File: src/rtl/iq_fm_discriminator.sv
// iq_fm_discriminator
// Sequential FM discriminator. For each accepted I/Q pair it forms the
// conjugate product with the previous pair and resolves its angle with an
// iterative vectoring CORDIC (one micro-rotation per clock). The audio output
// is the phase step, with full scale 2^OUT_WIDTH equal to 2*pi.
//
// Ports
//   clk_in      : clock, rising edge
//   RST_n       : asynchronous active-low reset
//   IN_VALID    : one-cycle strobe marking a new I/Q pair
//   I_IN, Q_IN  : signed baseband samples (IN_WIDTH)
//   AUDIO_OUT   : signed phase-step sample, held between updates (OUT_WIDTH)
//   AUDIO_VALID : one-cycle strobe for a new AUDIO_OUT
//   BUSY        : high while a sample is being processed
//   OVERRUN     : sticky, set when IN_VALID arrives while BUSY
module iq_fm_discriminator #(
    parameter int unsigned IN_WIDTH   = 12,
    parameter int unsigned OUT_WIDTH  = 12,
    parameter int unsigned PH_BITS    = 16,
    parameter int unsigned ITERATIONS = 14
) (
    input  logic                        clk_in,
    input  logic                        RST_n,
    input  logic                        IN_VALID,
    input  logic signed [IN_WIDTH-1:0]  I_IN,
    input  logic signed [IN_WIDTH-1:0]  Q_IN,
    output logic signed [OUT_WIDTH-1:0] AUDIO_OUT,
    output logic                        AUDIO_VALID,
    output logic                        BUSY,
    output logic                        OVERRUN
);

    localparam int unsigned PROD_W = 2 * IN_WIDTH;
    localparam int unsigned SUM_W  = 2 * IN_WIDTH + 1;
    localparam int unsigned XY_W   = 2 * IN_WIDTH + 3;
    localparam int unsigned K_W    = $clog2(ITERATIONS + 1);
    localparam int unsigned K_N    = 2 ** K_W;
    localparam int unsigned RND    = PH_BITS - OUT_WIDTH - 1;

    // atan(2^-k) as a fraction of a full turn, scaled by 2^32 (k = 0..31)
    localparam logic [31:0] ATAN32 [32] = '{
        32'd536870912, 32'd316933406, 32'd167458907, 32'd85004756,
        32'd42667331,  32'd21354465,  32'd10679838,  32'd5340245,
        32'd2670163,   32'd1335087,   32'd667544,    32'd333772,
        32'd166886,    32'd83443,     32'd41722,     32'd20861,
        32'd10430,     32'd5215,      32'd2608,      32'd1304,
        32'd652,       32'd326,       32'd163,       32'd81,
        32'd41,        32'd20,        32'd10,        32'd5,
        32'd3,         32'd1,         32'd1,         32'd0
    };

    // Round the 32-bit turn fraction to the PH_BITS angle format
    function automatic logic [PH_BITS-1:0] atan_round(input logic [4:0] idx);
        logic [32:0] t;
        t = {1'b0, ATAN32[idx]};
        if (PH_BITS < 32) begin
            t = t + (33'd1 << (31 - PH_BITS));
        end
        return PH_BITS'(t >> (32 - PH_BITS));
    endfunction

    typedef enum logic [1:0] {IDLE, MULT, ROTATE, DONE} state_t;

    state_t state, state_nxt;

    logic signed [IN_WIDTH-1:0]  cur_i, cur_q, prev_i, prev_q;
    logic signed [IN_WIDTH-1:0]  cur_i_nxt, cur_q_nxt, prev_i_nxt, prev_q_nxt;
    logic signed [XY_W-1:0]      x, y, x_nxt, y_nxt, x_sh, y_sh;
    logic [PH_BITS-1:0]          z, z_nxt;
    logic [K_W-1:0]              k, k_nxt;
    logic                        zero_flag, zero_nxt, primed, primed_nxt;
    logic signed [PROD_W-1:0]    p_ii, p_qq, p_qi, p_iq;
    logic signed [SUM_W-1:0]     re, im;
    logic [OUT_WIDTH-1:0]        z_top;
    logic signed [OUT_WIDTH-1:0] audio_nxt;
    logic                        audio_valid_nxt, busy_nxt, overrun_nxt;
    logic [PH_BITS-1:0]          atan_tab [K_N];

    // Per-iteration angle constants; entries past ITERATIONS are never reached
    for (genvar g = 0; g < K_N; g++) begin : g_atan
        assign atan_tab[g] = (g < ITERATIONS) ? atan_round(5'(g)) : '0;
    end

    // State register
    always_ff @(posedge clk_in or negedge RST_n) begin
        if (!RST_n) begin
            state <= IDLE;
        end else begin
            state <= state_nxt;
        end
    end

    // Next-state logic; the priming sample never leaves IDLE
    always_comb begin
        state_nxt = state;
        case (state)
            IDLE:    if (IN_VALID && primed) state_nxt = MULT;
            MULT:    state_nxt = ROTATE;
            ROTATE:  if (k == K_W'(ITERATIONS - 1)) state_nxt = DONE;
            DONE:    state_nxt = IDLE;
            default: state_nxt = IDLE;
        endcase
    end

    // Datapath and output next values
    always_comb begin
        cur_i_nxt       = cur_i;
        cur_q_nxt       = cur_q;
        prev_i_nxt      = prev_i;
        prev_q_nxt      = prev_q;
        x_nxt           = x;
        y_nxt           = y;
        z_nxt           = z;
        k_nxt           = k;
        zero_nxt        = zero_flag;
        primed_nxt      = primed;
        audio_nxt       = AUDIO_OUT;
        audio_valid_nxt = 1'b0;
        busy_nxt        = (state_nxt != IDLE);
        overrun_nxt     = OVERRUN | (IN_VALID && (state != IDLE));

        // Conjugate product of current with previous sample, full precision
        p_ii  = PROD_W'(cur_i) * PROD_W'(prev_i);
        p_qq  = PROD_W'(cur_q) * PROD_W'(prev_q);
        p_qi  = PROD_W'(cur_q) * PROD_W'(prev_i);
        p_iq  = PROD_W'(cur_i) * PROD_W'(prev_q);
        re    = SUM_W'(p_ii) + SUM_W'(p_qq);
        im    = SUM_W'(p_qi) - SUM_W'(p_iq);

        x_sh  = x >>> k;
        y_sh  = y >>> k;
        z_top = z[PH_BITS-1 -: OUT_WIDTH];

        case (state)
            IDLE: begin
                if (IN_VALID) begin
                    if (primed) begin
                        cur_i_nxt = I_IN;
                        cur_q_nxt = Q_IN;
                    end else begin
                        prev_i_nxt = I_IN;
                        prev_q_nxt = Q_IN;
                        primed_nxt = 1'b1;
                    end
                end
            end
            MULT: begin
                prev_i_nxt = cur_i;
                prev_q_nxt = cur_q;
                // Fold the left half-plane into the right by a pi pre-rotation
                if (re[SUM_W-1]) begin
                    x_nxt = -XY_W'(re);
                    y_nxt = -XY_W'(im);
                    z_nxt = PH_BITS'(1) << (PH_BITS - 1);
                end else begin
                    x_nxt = XY_W'(re);
                    y_nxt = XY_W'(im);
                    z_nxt = '0;
                end
                zero_nxt = (re == '0) && (im == '0);
                k_nxt    = '0;
            end
            ROTATE: begin
                // Drive y toward zero; z accumulates the rotated-out angle
                if (!y[XY_W-1]) begin
                    x_nxt = x + y_sh;
                    y_nxt = y - x_sh;
                    z_nxt = z + atan_tab[k];
                end else begin
                    x_nxt = x - y_sh;
                    y_nxt = y + x_sh;
                    z_nxt = z - atan_tab[k];
                end
                k_nxt = k + K_W'(1);
            end
            DONE: begin
                // Round half-up on the dropped bits; +pi wraps to the negative end
                audio_nxt       = zero_flag ? '0 : signed'(z_top + OUT_WIDTH'(z[RND]));
                audio_valid_nxt = 1'b1;
            end
            default: ;
        endcase
    end

    // Datapath and output registers
    always_ff @(posedge clk_in or negedge RST_n) begin
        if (!RST_n) begin
            cur_i       <= '0;
            cur_q       <= '0;
            prev_i      <= '0;
            prev_q      <= '0;
            x           <= '0;
            y           <= '0;
            z           <= '0;
            k           <= '0;
            zero_flag   <= 1'b0;
            primed      <= 1'b0;
            AUDIO_OUT   <= '0;
            AUDIO_VALID <= 1'b0;
            BUSY        <= 1'b0;
            OVERRUN     <= 1'b0;
        end else begin
            cur_i       <= cur_i_nxt;
            cur_q       <= cur_q_nxt;
            prev_i      <= prev_i_nxt;
            prev_q      <= prev_q_nxt;
            x           <= x_nxt;
            y           <= y_nxt;
            z           <= z_nxt;
            k           <= k_nxt;
            zero_flag   <= zero_nxt;
            primed      <= primed_nxt;
            AUDIO_OUT   <= audio_nxt;
            AUDIO_VALID <= audio_valid_nxt;
            BUSY        <= busy_nxt;
            OVERRUN     <= overrun_nxt;
        end
    end

endmodule

File: config.mk
export PLATFORM = sky130hd
export DESIGN_NAME = iq_fm_discriminator
export DESIGN_NICKNAME = d
export VERILOG_FILES = /design/src/rtl/iq_fm_discriminator.sv
export SDC_FILE = /design/constraint.sdc
export NUM_CORES = 2
export LEC_CHECK = 0
export BUFFER_PORTS_ARGS = -buffer_cell sky130_fd_sc_hd__buf_4
export CAP_MARGIN = 25
export CORE_MARGIN = 2
export CORE_UTILIZATION = 40
export DETAILED_ROUTE_END_ITERATION = 10
export GPL_TIMING_DRIVEN = 0
export PLACE_DENSITY = 0.6
export SLEW_MARGIN = 10
export SYNTH_ARGS = -nofsm -noshare
export SYNTH_HDL_FRONTEND = slang
export SYNTH_SLANG_ARGS = --single-unit
File: constraint.sdc
create_clock -name clk_in -period 7.63 [get_ports clk_in]
set_input_delay 0.763 -clock clk_in [delete_from_list [all_inputs] [get_ports clk_in]]
set_output_delay 0.763 -clock clk_in [all_outputs]
set_load 0.05 [all_outputs]
==> metrics.md <==
| Metric | Value |
|---|---|
| Vias in the first global route | 33200 |
| Syn nets | 5152 |
| Layout cells sized above 1 | 17.7% |
| Status | finished with violations |
| Met3 usage | 6.42% |
| Clk sinks | 141 |
| Max-cap violation count | 0 |
| Worst setup margin | -0.104 ns |
| Grt peak-use layer | met2 |
| CTS H-tree depth | 4 |
| I/O pin count | 42 |
| IO Port Bufs | 41 |
| Root buffer cell | clkbuf_16 |
| Row cnt | 113 |
| Critical path class | reg2reg |
| Via density | 5.63 |
| Maximum achievable frequency | 0.129 GHz |
| Final #Nets | 5375 |
| Post-synth EDFFs | 0 |
| Clock Pin Slew Worst Setup and Hold Paths | 0.08 ns |
| Die area | 97800 sq um |
| GR Layer Usage met2 | 47.5% |
| Area after DPL | 40100 sq um |
| Post-Syn Instances | 4197 |
| Final Cycle Share | 101% |
| Layout Skew | 0.0267 ns |
| CTS tree | built |
| Mapped cell area | 38100 sq um |
| Synth top area cells | fa_1, dfrtp_1, ha_1, inv_1, and2_1 |
| Required @ worst endpoint | 8.01 ns |
| Flops & latches, synth | 141 |
| Share of the synthesized area in the top cell type | 34.3% |
| Slew Viols, Final | 0 |
| Starting density of the core | 40.3% |
| Via count | 32100 |
| Met1 Usage GRT | 36.0% |
| Final hold slack | 0.181 ns |
| Final Hold Viols | 0 |
| Antenna-violating nets left | 0 |
| Wire length per cell | 25.1 microns |
| DRT iter0 DRCs | 2705 |
| Drt total wl | 143 mm |
| Crit end category | register |
| Global route overflow | 0 |
| Failing checks | negative setup slack |
| First-pass GRT wire length | 210 mm |
| Avg Cell Area, Syn | 9.09 sq um |
| Most common cell after layout, fill and taps aside | inv_1 |
| Worst Max-Slew Pin Slew | 1.18 ns |
| Setup violators final | 6 |
| Number of CTS-inserted buffers | 17 |
| RSZ-0062 raised after global routing | true |
| Clock buffer depth | 2 |
| Synth-to-layout area growth | 17.4% |
| Largest net degree at the start of global routing | 93 |
| GR Util All Layers | 29.1% |
| GP Congestion | 1.03 |
| Netlist cell types | 89 |
| Yosys warning total | 0 |
| Async set-reset flop share out of synthesis | 100% |
| Setup TNS | -0.267 ns |
| Hpwl dp | 113 mm |
| Largest area contributor in the netlist | fa_1 |
| DRC violations left | 0 |
| Register area share after synthesis | 9.25% |
| Most frequent cells in the layout | inv_1, fa_1, nand2_1, and2_1, ha_1 |
| Die Wd | 313 microns |
| Relative max-transition margin | 21.2% |
| Worst skew pair latency | 0.51 ns |
| Final Instance Area | 44800 sq um |
| First-pass iteration count of the detailed router | 7 |
| Critical Path Source Type | register |
| Initial antenna violation count | 10 |
| Tmin final | 7.73 ns |
| Worst Path Max Fanout | 10 |
| Hold WC Path Type | in2async |
| # hold bufs at CTS | 0 |
| Top FF cell, synth | dfrtp_1 |
| Crit path DAT | 8.12 ns |
| Placeable Area | 94700 sq um |
| Die Ht | 313 microns |
## synthesized netlist by cell type (all sizes together), types with 18 or more instances
| master | number |
|---|---|
| nand3 | 41 |
| nand2b | 44 |
| a21oi | 142 |
| a31oi | 27 |
| o22ai | 22 |
| xnor2 | 151 |
| dfrtp | 141 |
| o221ai | 19 |
| and2 | 304 |
| and3 | 18 |
| fa | 654 |
| o21ai | 134 |
| mux2i | 63 |
| clkbuf | 163 |
| buf | 38 |
| a21o | 38 |
| nor2 | 169 |
| o21a | 28 |
| nand2 | 404 |
| mux2 | 57 |
| inv | 775 |
| xor2 | 67 |
| nor3 | 56 |
| a211oi | 31 |
| nor2b | 25 |
| ha | 274 |
| mux4 | 59 |
## routing by layer
metal,wire (microns),part of all wire (%)
met1,54900,38
met2,65600,46
met3,12800,8.9
met4,9750,6.8
met5,53,0.037
## cell type report
class	instances	area (sq um)
fill	9128	49900
antenna	4	10.0
sequential	141	3590
timing repair buffer	219	2050
clock inverter	15	191
inverter	780	2940
tap	1265	1580
buffer	186	1700
clock buffer	17	425
multi-input combinational	3075	32300
## cells by family after synthesis
logic type,after synthesis,synth area share [%]
simple gates,1154,15.1
buf+inv,982,10.0
fa+ha+maj,928,43.3
compound gates,595,10.3
xor+xnor,218,5.01
mux,179,6.95
flops,141,9.25
## repair_timing
item	CTS	global route
hold endpoints to repair	0	0
resized for setup	421	287
gates cloned	0	9
setup buffers	110	53
pin swaps	67	129
setup endpoints to repair	53	51
## state kept, by name, indices dropped and copies added (netlist names), 12 cells and up
signal	cells
z	16
x	27
y	27
prev_i	12
prev_q	12
AUDIO_OUT	12
cur_i	12
cur_q	12
## critical path, cell delays in order, from the launching register on
cell	delay [ns]
dfrtp_2	0.47
buf_6	0.18
nand2_1	0.10
fa_1	0.59
inv_1	0.07
fa_1	0.56
inv_1	0.06
fa_1	0.54
inv_1	0.06
fa_2	0.55
fa_2	0.43
fa_1	0.49
inv_1	0.06
fa_2	0.58
inv_1	0.09
ha_4	0.26
a211oi_2	0.20
o21a_2	0.32
o31ai_4	0.11
xor2_2	0.22
or4b_4	0.63
nor4b_4	0.47
and4_1	0.28
o311a_1	0.21
nor4_1	0.07
## path summary, 6_finish.rpt
path / to / slack (ns) / cells after the start / from
setup / recovery: y[26]$_DFFE_PN0P_ / -0.10 / 24 / cur_q[7]$_DFFE_PN0P_
hold / removal: AUDIO_OUT[3]$_DFFE_PN0P_ / 0.18 / 1 / RST_n
setup reg to reg: y[26]$_DFFE_PN0P_ / -0.10 / 24 / cur_q[7]$_DFFE_PN0P_
hold reg to reg: OVERRUN$_DFF_PN0_ / 0.46 / 1 / OVERRUN$_DFF_PN0_
max in group asynchronous: prev_i[11]$_DFFE_PN0P_ / 6.39 / 2 / RST_n
min in group clk_in: OVERRUN$_DFF_PN0_ / 0.46 / 1 / OVERRUN$_DFF_PN0_
## per-stage QoR
stage | setup slack (ns) | cells | utilization [%]
after floorplan | 0.0377 | 4197 | -
after global placement | -2.90 | 5503 | 42.2
after detailed placement | -2.86 | 5508 | 42.3
after CTS | 0.000743 | 5641 | 45.4
after global routing | -0.206 | 5699 | 47.3
final | -0.104 | 5702 | 47.3
Power is left out: the tool's default activity adds up to more than one toggle a clock period on the data nets, which glitch-free logic cannot reach.
